$ cat config.mk
export PLATFORM = sky130hd
export DESIGN_NAME = ntr_host_ctrl_flat
export DESIGN_NICKNAME = d
export VERILOG_FILES = /design/src/rtl/ntr_host_ctrl_pkg.sv /design/src/rtl/ntr_host_ctrl_if.sv /design/src/rtl/ntr_host_ctrl_phase_timer.sv /design/src/rtl/ntr_host_ctrl.sv /design/src/flat_wrapper.sv
export SDC_FILE = /design/constraint.sdc
export NUM_CORES = 1
export LEC_CHECK = 0
export CAP_MARGIN = 20
export CORE_AREA = 2 2 114 116
export CTS_BUF_LIST = sky130_fd_sc_hd__clkbuf_16
export DETAILED_ROUTE_END_ITERATION = 7
export DIE_AREA = 0 0 116 118
export PLACE_DENSITY = 0.68
export SLEW_MARGIN = 25
export SYNTH_ARGS = -nofsm -noshare
export SYNTH_HDL_FRONTEND = slang
export SYNTH_SLANG_ARGS = --single-unit
$ cat constraint.sdc
create_clock -name clk -period 2.1 [get_ports clk]
set_input_delay 0.21 -clock clk [delete_from_list [all_inputs] [get_ports clk]]
set_output_delay 0.21 -clock clk [all_outputs]
set_load 0.1 [all_outputs]
$ cat src/rtl/ntr_host_ctrl_pkg.sv
// ntr_host_ctrl_pkg: shared constants, FSM state encoding and a byte helper
// for the NTR (DS card bus) host-side initiator.
package ntr_host_ctrl_pkg;

  // Number of bytes in an NTR command word.
  localparam int NTR_CMD_BYTES = 8;

  // Bus idle levels: clock parks high, chip select is inactive (high).
  localparam logic NTR_IDLE_CLK = 1'b1;
  localparam logic NTR_IDLE_CS  = 1'b1;

  // Host FSM states. ST_TURN is only entered when the turnaround gap is built in.
  typedef enum logic [2:0] {
    ST_IDLE   = 3'd0,
    ST_SETUP  = 3'd1,
    ST_CMD_LO = 3'd2,
    ST_CMD_HI = 3'd3,
    ST_RSP_LO = 3'd4,
    ST_RSP_HI = 3'd5,
    ST_END    = 3'd6,
    ST_TURN   = 3'd7
  } ntr_state_e;

  // Byte that goes out next: the command register shifts left, so it is always the top byte.
  function automatic logic [7:0] ntr_lead_byte(input logic [63:0] v);
    return v[63:56];
  endfunction

endpackage

$ cat src/rtl/ntr_host_ctrl_if.sv
// ntr_host_ctrl_if: NTR card-bus pins. The host drives clock, chip select and
// command data; the card drives the response data.
interface ntr_host_ctrl_if;
  logic       ntr_clk;
  logic       ntr_cs1;
  logic [7:0] ntr_data_out;
  logic       ntr_data_oe;
  logic [7:0] ntr_data_in;

  modport master (
    output ntr_clk,
    output ntr_cs1,
    output ntr_data_out,
    output ntr_data_oe,
    input  ntr_data_in
  );

  modport slave (
    input  ntr_clk,
    input  ntr_cs1,
    input  ntr_data_out,
    input  ntr_data_oe,
    output ntr_data_in
  );
endinterface

$ cat src/rtl/ntr_host_ctrl_phase_timer.sv
// ntr_host_ctrl_phase_timer: loadable down-counter that measures one bus phase
// of CLK_DIV clk cycles. 'load' restarts the phase; 'expire' is high in the
// last cycle of the phase, so the owner changes state on that edge.
module ntr_host_ctrl_phase_timer #(
  parameter int CLK_DIV = 4
) (
  input  logic clk,
  input  logic rst_n,
  input  logic load,
  output logic expire
);

  localparam int CNT_W = (CLK_DIV < 1) ? 1 : $clog2(CLK_DIV + 1);
  localparam logic [CNT_W-1:0] RELOAD = CNT_W'(CLK_DIV - 1);

  logic [CNT_W-1:0] cnt_q;
  logic [CNT_W-1:0] cnt_d;

  // Reload on phase start, otherwise count down and park at zero.
  always_comb begin
    cnt_d = cnt_q;
    if (load) begin
      cnt_d = RELOAD;
    end else if (cnt_q != {CNT_W{1'b0}}) begin
      cnt_d = cnt_q - CNT_W'(1'b1);
    end else begin
      cnt_d = cnt_q;
    end
  end

  // Counter register with synchronous active-low reset.
  always_ff @(posedge clk) begin
    if (!rst_n) begin
      cnt_q <= {CNT_W{1'b0}};
    end else begin
      cnt_q <= cnt_d;
    end
  end

  assign expire = (cnt_q == {CNT_W{1'b0}});

endmodule

$ cat src/rtl/ntr_host_ctrl.sv
// ntr_host_ctrl: NTR host-side initiator. Drops chip select, clocks out an
// 8-byte command (MSB byte first, data stable through each high phase), then
// clocks in resp_len response bytes, capturing on each rising ntr_clk.
// Optional macro NTR_TURNAROUND_EN: inserts a 2*CLK_DIV high-clock gap with
// the data driver off between command and response (only when resp_len != 0).
module ntr_host_ctrl
  import ntr_host_ctrl_pkg::*;
#(
  parameter int CLK_DIV    = 4,   // clk cycles per ntr_clk half-period, >= 1
  parameter int RESP_LEN_W = 12
) (
  input  logic                  clk,
  input  logic                  rst_n,
  input  logic                  start,
  input  logic [63:0]           cmd_data,
  input  logic [RESP_LEN_W-1:0] resp_len,
  output logic                  busy,
  output logic                  done,
  output logic [7:0]            rx_data,
  output logic                  rx_valid,
  ntr_host_ctrl_if.master       bus
);

  ntr_state_e            state_q, state_d;
  logic [63:0]           cmd_q, cmd_d;
  logic [2:0]            idx_q, idx_d;
  logic [RESP_LEN_W-1:0] left_q, left_d;
  logic                  turn_half_q, turn_half_d;
  logic                  busy_q, busy_d;
  logic                  done_q, done_d;
  logic                  ntr_clk_q, ntr_clk_d;
  logic                  ntr_cs1_q, ntr_cs1_d;
  logic [7:0]            dout_q, dout_d;
  logic                  oe_q, oe_d;
  logic [7:0]            rx_data_q, rx_data_d;
  logic                  rx_valid_q, rx_valid_d;
  logic                  tmr_load_s;
  logic                  tmr_expire_s;

  ntr_host_ctrl_phase_timer #(.CLK_DIV(CLK_DIV)) u_timer (
    .clk    (clk),
    .rst_n  (rst_n),
    .load   (tmr_load_s),
    .expire (tmr_expire_s)
  );

  // Next-state and next-output logic; every phase change reloads the timer.
  always_comb begin
    state_d     = state_q;
    cmd_d       = cmd_q;
    idx_d       = idx_q;
    left_d      = left_q;
    turn_half_d = turn_half_q;
    busy_d      = busy_q;
    done_d      = 1'b0;
    ntr_clk_d   = ntr_clk_q;
    ntr_cs1_d   = ntr_cs1_q;
    dout_d      = dout_q;
    oe_d        = oe_q;
    rx_data_d   = rx_data_q;
    rx_valid_d  = 1'b0;
    tmr_load_s  = 1'b0;

    case (state_q)
      ST_IDLE, ST_END: begin
        // The done cycle (ST_END) already reports busy=0, so start is honoured there too.
        if (start) begin
          state_d    = ST_SETUP;
          cmd_d      = cmd_data;
          left_d     = resp_len;
          idx_d      = 3'd0;
          busy_d     = 1'b1;
          ntr_cs1_d  = 1'b0;
          tmr_load_s = 1'b1;
        end else begin
          state_d = ST_IDLE;
        end
      end

      ST_SETUP: begin
        if (tmr_expire_s) begin
          state_d    = ST_CMD_LO;
          ntr_clk_d  = 1'b0;
          dout_d     = ntr_lead_byte(cmd_q);
          cmd_d      = {cmd_q[55:0], 8'h00};
          oe_d       = 1'b1;
          tmr_load_s = 1'b1;
        end else begin
          state_d = ST_SETUP;
        end
      end

      ST_CMD_LO: begin
        if (tmr_expire_s) begin
          state_d    = ST_CMD_HI;
          ntr_clk_d  = 1'b1;
          tmr_load_s = 1'b1;
        end else begin
          state_d = ST_CMD_LO;
        end
      end

      ST_CMD_HI: begin
        if (tmr_expire_s) begin
          if (idx_q == 3'(NTR_CMD_BYTES - 1)) begin
            oe_d   = 1'b0;
            dout_d = 8'h00;
            if (left_q == {RESP_LEN_W{1'b0}}) begin
              state_d   = ST_END;
              ntr_cs1_d = NTR_IDLE_CS;
              busy_d    = 1'b0;
              done_d    = 1'b1;
            end else begin
`ifdef NTR_TURNAROUND_EN
              // Clock stays high with the driver off while the card turns the bus around.
              state_d     = ST_TURN;
              turn_half_d = 1'b0;
              tmr_load_s  = 1'b1;
`else
              state_d    = ST_RSP_LO;
              ntr_clk_d  = 1'b0;
              tmr_load_s = 1'b1;
`endif
            end
          end else begin
            state_d    = ST_CMD_LO;
            idx_d      = idx_q + 3'd1;
            ntr_clk_d  = 1'b0;
            dout_d     = ntr_lead_byte(cmd_q);
            cmd_d      = {cmd_q[55:0], 8'h00};
            tmr_load_s = 1'b1;
          end
        end else begin
          state_d = ST_CMD_HI;
        end
      end

      ST_TURN: begin
        // Two timer phases of CLK_DIV make up the 2*CLK_DIV gap.
        if (tmr_expire_s) begin
          if (turn_half_q) begin
            state_d    = ST_RSP_LO;
            ntr_clk_d  = 1'b0;
            tmr_load_s = 1'b1;
          end else begin
            turn_half_d = 1'b1;
            tmr_load_s  = 1'b1;
          end
        end else begin
          state_d = ST_TURN;
        end
      end

      ST_RSP_LO: begin
        if (tmr_expire_s) begin
          state_d    = ST_RSP_HI;
          ntr_clk_d  = 1'b1;
          rx_data_d  = bus.ntr_data_in;
          rx_valid_d = 1'b1;
          left_d     = left_q - RESP_LEN_W'(1'b1);
          tmr_load_s = 1'b1;
        end else begin
          state_d = ST_RSP_LO;
        end
      end

      ST_RSP_HI: begin
        if (tmr_expire_s) begin
          if (left_q == {RESP_LEN_W{1'b0}}) begin
            state_d   = ST_END;
            ntr_cs1_d = NTR_IDLE_CS;
            busy_d    = 1'b0;
            done_d    = 1'b1;
          end else begin
            state_d    = ST_RSP_LO;
            ntr_clk_d  = 1'b0;
            tmr_load_s = 1'b1;
          end
        end else begin
          state_d = ST_RSP_HI;
        end
      end

      default: begin
        state_d = ST_IDLE;
      end
    endcase
  end

  // State and output registers with synchronous active-low reset to bus-idle values.
  always_ff @(posedge clk) begin
    if (!rst_n) begin
      state_q     <= ST_IDLE;
      cmd_q       <= 64'h0;
      idx_q       <= 3'd0;
      left_q      <= {RESP_LEN_W{1'b0}};
      turn_half_q <= 1'b0;
      busy_q      <= 1'b0;
      done_q      <= 1'b0;
      ntr_clk_q   <= NTR_IDLE_CLK;
      ntr_cs1_q   <= NTR_IDLE_CS;
      dout_q      <= 8'h00;
      oe_q        <= 1'b0;
      rx_data_q   <= 8'h00;
      rx_valid_q  <= 1'b0;
    end else begin
      state_q     <= state_d;
      cmd_q       <= cmd_d;
      idx_q       <= idx_d;
      left_q      <= left_d;
      turn_half_q <= turn_half_d;
      busy_q      <= busy_d;
      done_q      <= done_d;
      ntr_clk_q   <= ntr_clk_d;
      ntr_cs1_q   <= ntr_cs1_d;
      dout_q      <= dout_d;
      oe_q        <= oe_d;
      rx_data_q   <= rx_data_d;
      rx_valid_q  <= rx_valid_d;
    end
  end

  assign busy             = busy_q;
  assign done             = done_q;
  assign rx_data          = rx_data_q;
  assign rx_valid         = rx_valid_q;
  assign bus.ntr_clk      = ntr_clk_q;
  assign bus.ntr_cs1      = ntr_cs1_q;
  assign bus.ntr_data_out = dout_q;
  assign bus.ntr_data_oe  = oe_q;

endmodule

$ cat src/flat_wrapper.sv
// flat-port wrapper written by rule: the top's interface ports become plain ports
module ntr_host_ctrl_flat import ntr_host_ctrl_pkg::*;
#(
  parameter int CLK_DIV    = 4,                                              
  parameter int RESP_LEN_W = 12
)
  (clk, rst_n, start, cmd_data, resp_len, busy, done, rx_data, rx_valid, bus_ntr_clk, bus_ntr_cs1, bus_ntr_data_out, bus_ntr_data_oe, bus_ntr_data_in);
  ntr_host_ctrl_if bus_i ();
  input  logic clk;
  input  logic rst_n;
  input  logic start;
  input  logic [63:0] cmd_data;
  input  logic [RESP_LEN_W-1:0] resp_len;
  output logic busy;
  output logic done;
  output logic [7:0] rx_data;
  output logic rx_valid;
  output wire logic [$bits(bus_i.ntr_clk)-1:0] bus_ntr_clk;
  output wire logic [$bits(bus_i.ntr_cs1)-1:0] bus_ntr_cs1;
  output wire logic [$bits(bus_i.ntr_data_out)-1:0] bus_ntr_data_out;
  output wire logic [$bits(bus_i.ntr_data_oe)-1:0] bus_ntr_data_oe;
  input wire logic [$bits(bus_i.ntr_data_in)-1:0] bus_ntr_data_in;
  assign bus_ntr_clk = bus_i.ntr_clk;
  assign bus_ntr_cs1 = bus_i.ntr_cs1;
  assign bus_ntr_data_out = bus_i.ntr_data_out;
  assign bus_ntr_data_oe = bus_i.ntr_data_oe;
  assign bus_i.ntr_data_in = bus_ntr_data_in;
  ntr_host_ctrl #(.CLK_DIV(CLK_DIV), .RESP_LEN_W(RESP_LEN_W)) u_core (.clk(clk), .rst_n(rst_n), .start(start), .cmd_data(cmd_data), .resp_len(resp_len), .busy(busy), .done(done), .rx_data(rx_data), .rx_valid(rx_valid), .bus(bus_i));
endmodule
==> metrics <==
Hold Slack 405.8 ps; synth unique cells 63; Tmin final approximately 1900 ps; Synth Register Bits 108; DR vias 4373; Synth Flop Type dfxtp_1; die width 116 µm; Crit Path Class register to register; Fin. Hold Viols 0; GRT Overall Usage a little under a fifth; first-pass GRT wire length 20480 µm; Starting Density 42.06%; Rel. slew slack a little under three fifths; sw power 0.002554 W; Multi-input gate area between 2000 and 3000 µm²; antenna violations before repair 0; crit-path max FO 40; Wirelength per Cell approximately 15 µm; Synth top area share about two fifths; Post-synth EDFFs 0; Avg Inst Size Synth 9.408 µm²; final wirelength between 10000 and 15000 µm; leak pwr roughly 2.7 nW; share of layout cells above drive strength 1 20.27%; Die Height between 100 and 150 µm; H-tree depth 3; fill count 1150; Register Area approximately 2200 µm²; cell with the most instances after synthesis dfxtp_1; CP startpoint kind register; Post CTS Setup Buffer Count 0; vias in the first global route ~4300; CTS tree done; grt total ovfl 0; clock network fraction of total power a little under a quarter; Peak Freq 0.5278 GHz; Synth Net Count around 650; io pins between 100 and 150; CP required 2370 ps; worst-skew pair later-pin latency between 300 and 400 ps; Final Max Tran Viols 0; setup TNS 0 ps; Yosys warning count 0; CTS clk-pin slew, worst paths 70 ps; placement-stage cell area 6526 µm²; IO Port Bufs ~110; Internal approximately 0.0044 W; top area cells in the synthesized netlist dfxtp_1, a211oi_2, mux2i_1, nor2_1, nand2_1; CTS max path bufs 2; Seq/Total Area, Yosys just over 40%; crit path cell chain ha_1, ha_1, and2_1, o22ai_4, buf_12, nor2_1, a211oi_2; cell count after synthesis between 500 and 600; Sink Count 108; worst hold path class input port to register; RSZ-0062 raised after global routing no; post-route ant nets 0; top cells by count, synth dfxtp_1, nor2_1, mux2i_1, a211oi_2, nand2_1; combinational power share between 30 and 40%; CP max stage cell dfxtp_1; P&R area growth vs syn 30.48%; Post-Layout Inst Area around 6800 µm²; Sw Ratio about 37%; Pwr per Cell Area between 1000 and 1500 nW/µm²; area leader, netlist dfxtp_1; dpl hpwl slightly below 9000 µm; # DRC 0; Cell Rows slightly above 40; Initial DRT Pass Iterations 4; Post-Syn Area 5221 µm²; run status completed; Avg Vias per Cell between 5 and 6; slowest stage delay, CP 320 ps; Final Net Count roughly 750; most used cell, CP ha_1; cts bufs inserted 9; CP endpoint kind register; clk_skew ~14 ps; clock root cell clkbuf_16; worst vdd ir just over 0.6 mV; GPL Wtd Cong ~0.87; initial DRC count ~250; Flop pwr share between 30% and 40%; # setup viols final 0; Core Area between 10000 and 15000 µm²; fraction of registers with async set/reset 0%; Slew @ Worst Pin roughly 650 ps; MaxCap Viol Count 0; WP data arrival ~2200 ps; Die Area 13690 µm²; Post-CTS Hold Buffers 0; Tot Pwr 0.006953 W; antenna cell count 0; largest net degree at the start of global routing between 60 and 70; Final Cycle Share about 90%
[path summary, 6_finish.rpt]
| path | from | end | slack (ps) | cells past startpoint |
|---|---|---|---|---|
| worst min register to register | u_core.bus.ntr_data_out[4]$_SDFFE_PN0P_ | u_core.bus.ntr_data_out[4]$_SDFFE_PN0P_ | 460 | 2 |
| worst min-delay path | bus_ntr_data_in[4] | u_core.rx_data[4]$_SDFFE_PN0P_ | 410 | 3 |
| worst max register to register | u_core.idx_q[0]$_SDFFE_PN0P_ | u_core.cmd_q[44]$_SDFFE_PN0P_ | 210 | 7 |
| worst max-delay path | u_core.idx_q[0]$_SDFFE_PN0P_ | u_core.cmd_q[44]$_SDFFE_PN0P_ | 210 | 7 |
[routing by layer]
metal  share of wire [%]  GRT usage, %  vias to the layer above
met5                   0             0                        -
met4                0.86         4.167                        0
met3                 6.1         4.943                       10
met2                  47         30.48                      130
met1                  46         24.03                     2025
li1                    -             -                     2208
[layout by cell type (no fill, tap or decap), types with 5 or more instances in the layout]
cell / Yosys / routed
dfxtp_1: 108 / 108
nand3_1: 23 / 23
clkdlybuf4s50_1: 0 / 86
a211oi_2: 54 / 54
buf_12: 0 / 6
nand2_1: 44 / 44
nor2_1: 72 / 72
o21ai_0: 24 / 24
buf_4: 6 / 40
a21oi_1: 32 / 32
inv_1: 9 / 10
nor3_1: 11 / 11
ha_1: 5 / 5
mux2i_1: 56 / 56
clkbuf_16: 0 / 9
[area by class of cell]
type / instances / area share (%)
Clock inverter: 7 / 0.8448
Timing Repair Buffer: 133 / 18.97
Sequential cell: 108 / 31.74
Inverter: 10 / 0.5877
Multi-Input combinational cell: 394 / 41.40
Clock buffer: 9 / 3.306
Tap cell: 172 / 3.159
[flip-flops by register name, indices dropped and copies added, names as in the netlist]
name	flops
u_core.bus.ntr_clk	1
u_core.bus.ntr_cs1	1
u_core.bus.ntr_data_oe	1
u_core.bus.ntr_data_out	8
u_core.busy	1
u_core.cmd_q	64
u_core.done	1
u_core.idx_q	3
u_core.left_q	12
u_core.rx_data	8
u_core.rx_valid	1
u_core.state_q	3
u_core.turn_half_q	1
u_core.u_timer.cnt_q	3
[what timing repair did]
action | in CTS | in global routing
endpoints found under the setup margin | 0 | 4
endpoints found under the hold margin | 0 | 0
gates resized for setup | 0 | 1
[through the flow]
| stage | setup WS (ps) | util, % | instances |
|---|---|---|---|
| final | 205.3 | 54.88 | 833 |
| after detailed placement | 139.2 | 52.57 | 817 |
| after floorplan | 411.7 | - | 555 |
| after global placement | 203.3 | 52.57 | 817 |
| after global routing | 68.63 | 54.88 | 833 |
| after CTS | 136.2 | 54.85 | 833 |
[critical path, delay by kind of cell, from the launching register on]
family	cells	cell delay, ps
flip-flops	1	320
AND/OR/NAND/NOR	2	290
AO/OA/AOI/OAI	2	480
buffers and inverters	1	270
adder cells (fa/ha/maj)	2	430
[power groups by stage]
| stage | Combinational, W | Sequential (W) | Clock (W) |
|---|---|---|---|
| after global placement | 0.00254 | 0.00277 | 0 |
| after floorplan | 0.00182 | 0.00287 | 0 |
| after CTS | 0.00261 | 0.00274 | 0.00167 |
| after global routing | 0.00285 | 0.00279 | 0.00176 |
| final | 0.00259 | 0.00274 | 0.00162 |
| after detailed placement | 0.00260 | 0.00278 | 0 |
[logic make-up after synthesis]
family	after synthesis	synth area share [%]
AO/OA/AOI/OAI	147	24.40
XOR/XNOR	2	0.6232
adder cells (fa/ha/maj)	5	1.198
buffers and inverters	53	4.864
flip-flops	108	41.41
multiplexers	56	10.74
AND/OR/NAND/NOR	184	16.77
(Power assumes the default switching activity.)
==> variant 1, RTL diff (config.mk and constraints unchanged) <==
`CLK_DIV` is set to 4 in 3 places; all go to 2.
--- a/src/rtl/ntr_host_ctrl_phase_timer.sv
+++ b/src/rtl/ntr_host_ctrl_phase_timer.sv
@@ -4,3 +4,3 @@
 module ntr_host_ctrl_phase_timer #(
-  parameter int CLK_DIV = 4
+  parameter int CLK_DIV = 2
 ) (
--- a/src/rtl/ntr_host_ctrl.sv
+++ b/src/rtl/ntr_host_ctrl.sv
@@ -8,3 +8,3 @@
 #(
-  parameter int CLK_DIV    = 4,   // clk cycles per ntr_clk half-period, >= 1
+  parameter int CLK_DIV    = 2,   // clk cycles per ntr_clk half-period, >= 1
   parameter int RESP_LEN_W = 12
--- a/src/flat_wrapper.sv
+++ b/src/flat_wrapper.sv
@@ -3,3 +3,3 @@
 #(
-  parameter int CLK_DIV    = 4,                                              
+  parameter int CLK_DIV    = 2,                                              
   parameter int RESP_LEN_W = 12
Behaviour: not the same (a bounded check fails within 4 cycles, from zero or initial values and one cycle with rst_n low).
==> variant 1 against the unedited design <==
Cell area fell by 4.8%; first-iteration DRC count fell by 8.1%; total power fell by 9.5%; wire length fell by 5.7%; critical endpoint is now u_core.u_timer.cnt_q[0]; worst setup slack got worse by 0.070 ns; largest cell class unchanged; maximum frequency fell by 3.5%; area after synthesis fell by 8.2%; critical path depth did not move; sequential cell count fell by 1.
==> variant 1: results (changes against the unedited design) <==
** Run status
- The run finished with clean final reports.

** GRT
- Fraction of met3 tracks used by global routing :: 0.0623 (+0.0129)
- The global-route usage over all layers was 0.172 (-0.0132).
- The global-route wire length before repair was 19,100 um (-6.8%).
- Via count of the first global-routing pass :: 4,002 (-6.5%)
- The met2 demand-to-capacity share in global routing was 0.279 (-0.0263).

** Power
- Clock network fraction of total power :: 0.278 (+0.045)
- Part of the total power dissipated in sequential elements :: 0.412 (+0.018)
- Internal portion of total power :: 0.00419 W (-4.7%)

** Setup path
- CP startpoint :: u_core.left_q[0]
- The worst-path maximum fanout was 4 (-90%).
- Reg2reg setup slack :: 0.14 ns (-0.07 ns)

** Place
- Total placed cells including tap cells :: 804 (-1.6%)
- The pre-CTS setup slack was 0.0495 ns (-0.0897 ns).
- Placement Cell Area :: 6140 um2 (-6.0%)
- Last weighted congestion value of the routability-driven placer :: 0.850 (-2.4%)
- Detail Placement HPWL :: 8140 um (-8.8%)

** Layout
- Non-clock buffers :: 136 (+2.3%)
- Share of the final layout cell area in sequential cells :: 0.330 (+0.0129)
- Final non-clock buffer share :: 0.205 (+0.0151)
- Clock-cell share :: 0.0482 (+0.00672)
- Share of layout cells above drive strength 1 :: 0.125 (-0.0779)
- The multi-input combinational gate total is 382 (-3.0%).
- Layout Cells excl Fill :: 821 (-1.4%)
- Relative to the synthesized area, the layout overhead comes to 35.3%.
- Filler Cells Inserted :: 1,179 (+2.5%)
- Final sequential cell count :: 107 (-0.93%)
- The area of combinational cells with multiple inputs came to 2460 um2 (-13%).
- The layout net count came to 735 (-1.7%).

** Route
- The wire length per cell came to 14.3 um (-4.3%).
- The detailed-routing iteration count for the pre-antenna-repair pass is 6 (+2).
- Total number of vias :: 4,220 (-3.5%)
- The wire length on met1 is 5240 um (-8.9%).
- The detailed-routed wire length on met3 was 766 um (+1.3%).

** STA
- The final worst clock skew came to 0.0118 ns (-0.00267 ns).
- Hold Worst Slack :: 0.407 ns (+0.00170 ns)
- Max-slew headroom at the worst pin :: 0.679 (+0.111)
- Fraction of the cycle the final worst path needs :: 0.935 (+0.0332)

** Worst hold path
- The worst hold path begins at bus_ntr_data_in[7].

** Logic synthesis
- Leading cell types by total area after synthesis :: sky130_fd_sc_hd__dfxtp_1, sky130_fd_sc_hd__mux2i_1, sky130_fd_sc_hd__a211oi_1
- Count of mapped cells out of synthesis :: 539 (-2.9%)
- Synth Area in Compound Gates :: 0.199 (-0.0454)
- By count the netlist is led by sky130_fd_sc_hd__dfxtp_1, sky130_fd_sc_hd__nor2_1, sky130_fd_sc_hd__a211oi_1.
- Sequential-to-total area share from yosys stat :: 0.447 (+0.0327)
[variant 1: cell types whose count changed after synthesis, moves of 5 or more]
cell / before / now
sky130_fd_sc_hd__a211oi_1: 4 / 60
sky130_fd_sc_hd__a211oi_2: 54 / 1
sky130_fd_sc_hd__nor2_1: 72 / 78
sky130_fd_sc_hd__o21ai_0: 24 / 11
sky130_fd_sc_hd__nand2_1: 44 / 49
sky130_fd_sc_hd__nor3_1: 11 / 5
sky130_fd_sc_hd__buf_2: 17 / 11
[variant 1: critical path, stage by stage, from the launching register on]
cell	delay, ns
sky130_fd_sc_hd__dfxtp_1	0.33
sky130_fd_sc_hd__inv_1	0.09
sky130_fd_sc_hd__ha_1	0.20
sky130_fd_sc_hd__or3b_4	0.43
sky130_fd_sc_hd__nor4_4	0.26
sky130_fd_sc_hd__and3_4	0.25
sky130_fd_sc_hd__o2111ai_1	0.13
sky130_fd_sc_hd__o311a_1	0.16
==> variant 2, RTL diff (same flow settings) <==
Made on the original files. Remove the register `rx_valid_q`: a continuous assignment takes its place, so the output `rx_valid` follows one clock earlier.
--- a/src/rtl/ntr_host_ctrl.sv
+++ b/src/rtl/ntr_host_ctrl.sv
@@ -204,3 +204,2 @@
       rx_data_q   <= 8'h00;
-      rx_valid_q  <= 1'b0;
     end else begin
@@ -218,5 +217,6 @@
       rx_data_q   <= rx_data_d;
-      rx_valid_q  <= rx_valid_d;
     end
   end
+
+  assign rx_valid_q = rx_valid_d;
 
Formal check against the unedited RTL: no difference found for any inputs over 10 cycles, from zero or initial values and one cycle with rst_n low; that may be too few to reach the edited logic, so the function may still have changed.
==> variant 2 against the unedited design <==
Cell count shrank 0.48%; largest cell class unchanged; first-iteration DRC count is 13% higher; wire length fell by 2.0%; critical path depth unchanged; sequential cell count shrank 1; cell area shrank 3.2%; area after synthesis fell by 6.7%; sequential share of layout area is 0.78 points higher; worst setup slack worse by 0.083 ns; total power is 4.1% higher.
==> variant 2: results (changes against the unedited design) <==
** Logic synthesis
- Distinct cell type count of the synthesized netlist :: 60 (-4.8%)
- Synth Area in Compound Gates :: 0.199 (-0.0454)
- Sequential-to-total area share from yosys stat :: 0.440 (+0.0256)
- XOR/XNOR Fraction of Synth Area :: 0.00693 (+0.000703)
- Leading cell types by total area after synthesis :: sky130_fd_sc_hd__dfxtp_1, sky130_fd_sc_hd__mux2i_1, sky130_fd_sc_hd__a211oi_1
- Synthesized netlist net count :: 644 (-0.46%)
- Count of mapped cells out of synthesis :: 552 (-0.54%)
- The share of synthesized cell area in full adder, half adder and majority cells came to 0.0128 (+0.000858).
- Fraction of synthesized area in multiplexers :: 0.115 (+0.00769)

** GRT
- Fraction of met3 tracks used by global routing :: 0.0726 (+0.0232)
- Via count of the first global-routing pass :: 4,012 (-6.2%)
- GR Util met2 :: 0.286 (-0.0190)
- Fraction of met1 tracks used by global routing :: 0.219 (-0.0218)
- The pin count of the biggest net entering global routing is 75 (+17%).
- Wire length of the first global-routing pass :: 19,400 um (-5.1%)
- Overall routing resource usage :: 0.176 (-0.00840)
- The number of antenna violations at the first check in global routing is 1 (+1).

** Run status
- Result of the run :: finished, final reports clean

** Layout
- Final non-clock buffer share :: 0.197 (+0.00729)
- Inverter count :: 8 (-2)
- Number of diodes :: 1 (+1)
- Layout Cells excl Fill :: 829 (-0.48%)
- Clock-cell share :: 0.0537 (+0.0122)
- The total of plain and repair buffers excluding clock buffers came to 132 (-0.75%).
- The area taken by flip-flops and latches was 2140 um2 (-0.87%).
- Synth-to-layout area growth :: 35.3%
- Area occupied by multi-input gates :: 2550 um2 (-9.7%)
- Filler Cells Inserted :: 1,189 (+3.4%)
- The layout net count was 744 (-0.53%).
- Share of layout cells above drive strength 1 :: 0.120 (-0.0823)

** Place
- The pre-CTS setup slack came to 0.0658 ns (-0.0734 ns).
- The cell total after placement is 807 (-1.2%).
- Last weighted congestion value of the routability-driven placer :: 0.840 (-3.5%)
- Placement Cell Area :: 6150 um2 (-5.8%)
- The count of buffers from port buffering came to 108 (unchanged).

** Power
- The power density of the placed cells came to 1100 nW/um2 (+7.6%).
- Internal portion of total power :: 0.00482 W (+9.6%)
- Pleak :: 2.66 nW (about the same)

** Setup path
- The arrival time of data at the critical path endpoint is 2.23 ns (+0.06 ns).
- The worst-path maximum fanout was 37 (-7.5%).

** Route
- Total number of vias :: 4,346 (-0.62%)
- The detailed-routed wire length on met3 is 869 um (+15%).
- The wire length per cell is 14.7 um (-1.6%).
- The routed length on met2 is 5910 um (+1.7%).

** STA
- Slew at the pin with the worst max-slew slack :: 0.560 ns (-0.0858 ns)
-- variant 2: changes by cell type in the layout (fill, tap and decap cells not counted), sizes merged, moves of 3 or more --
| cell | unedited run | this run |
|---|---|---|
| o221ai | 3 | 0 |
| or4 | 1 | 4 |
| inv | 15 | 8 |
| bufinv | 0 | 4 |
| o21ai | 26 | 16 |
| a21oi | 32 | 39 |
| nand2 | 45 | 48 |
-- variant 2: path summary, 6_finish.rpt --
path / start / endpoint / slack (ns)
worst min register to register: u_core.bus.ntr_data_out[5] / u_core.bus.ntr_data_out[5] / 0.45
worst max-delay path: u_core.idx_q[0] / u_core.cmd_q[17] / 0.12
worst max register to register: u_core.idx_q[0] / u_core.cmd_q[17] / 0.12
worst min-delay path: bus_ntr_data_in[1] / u_core.rx_data[1] / 0.41
-- variant 2: timing repair --
item | in CTS | in global routing
buffers inserted | 1 | 4
setup endpoints to repair | 1 | 21
gates resized for setup | 2 | 6
gates cloned | 0 | 1
pin swaps | 1 | 1
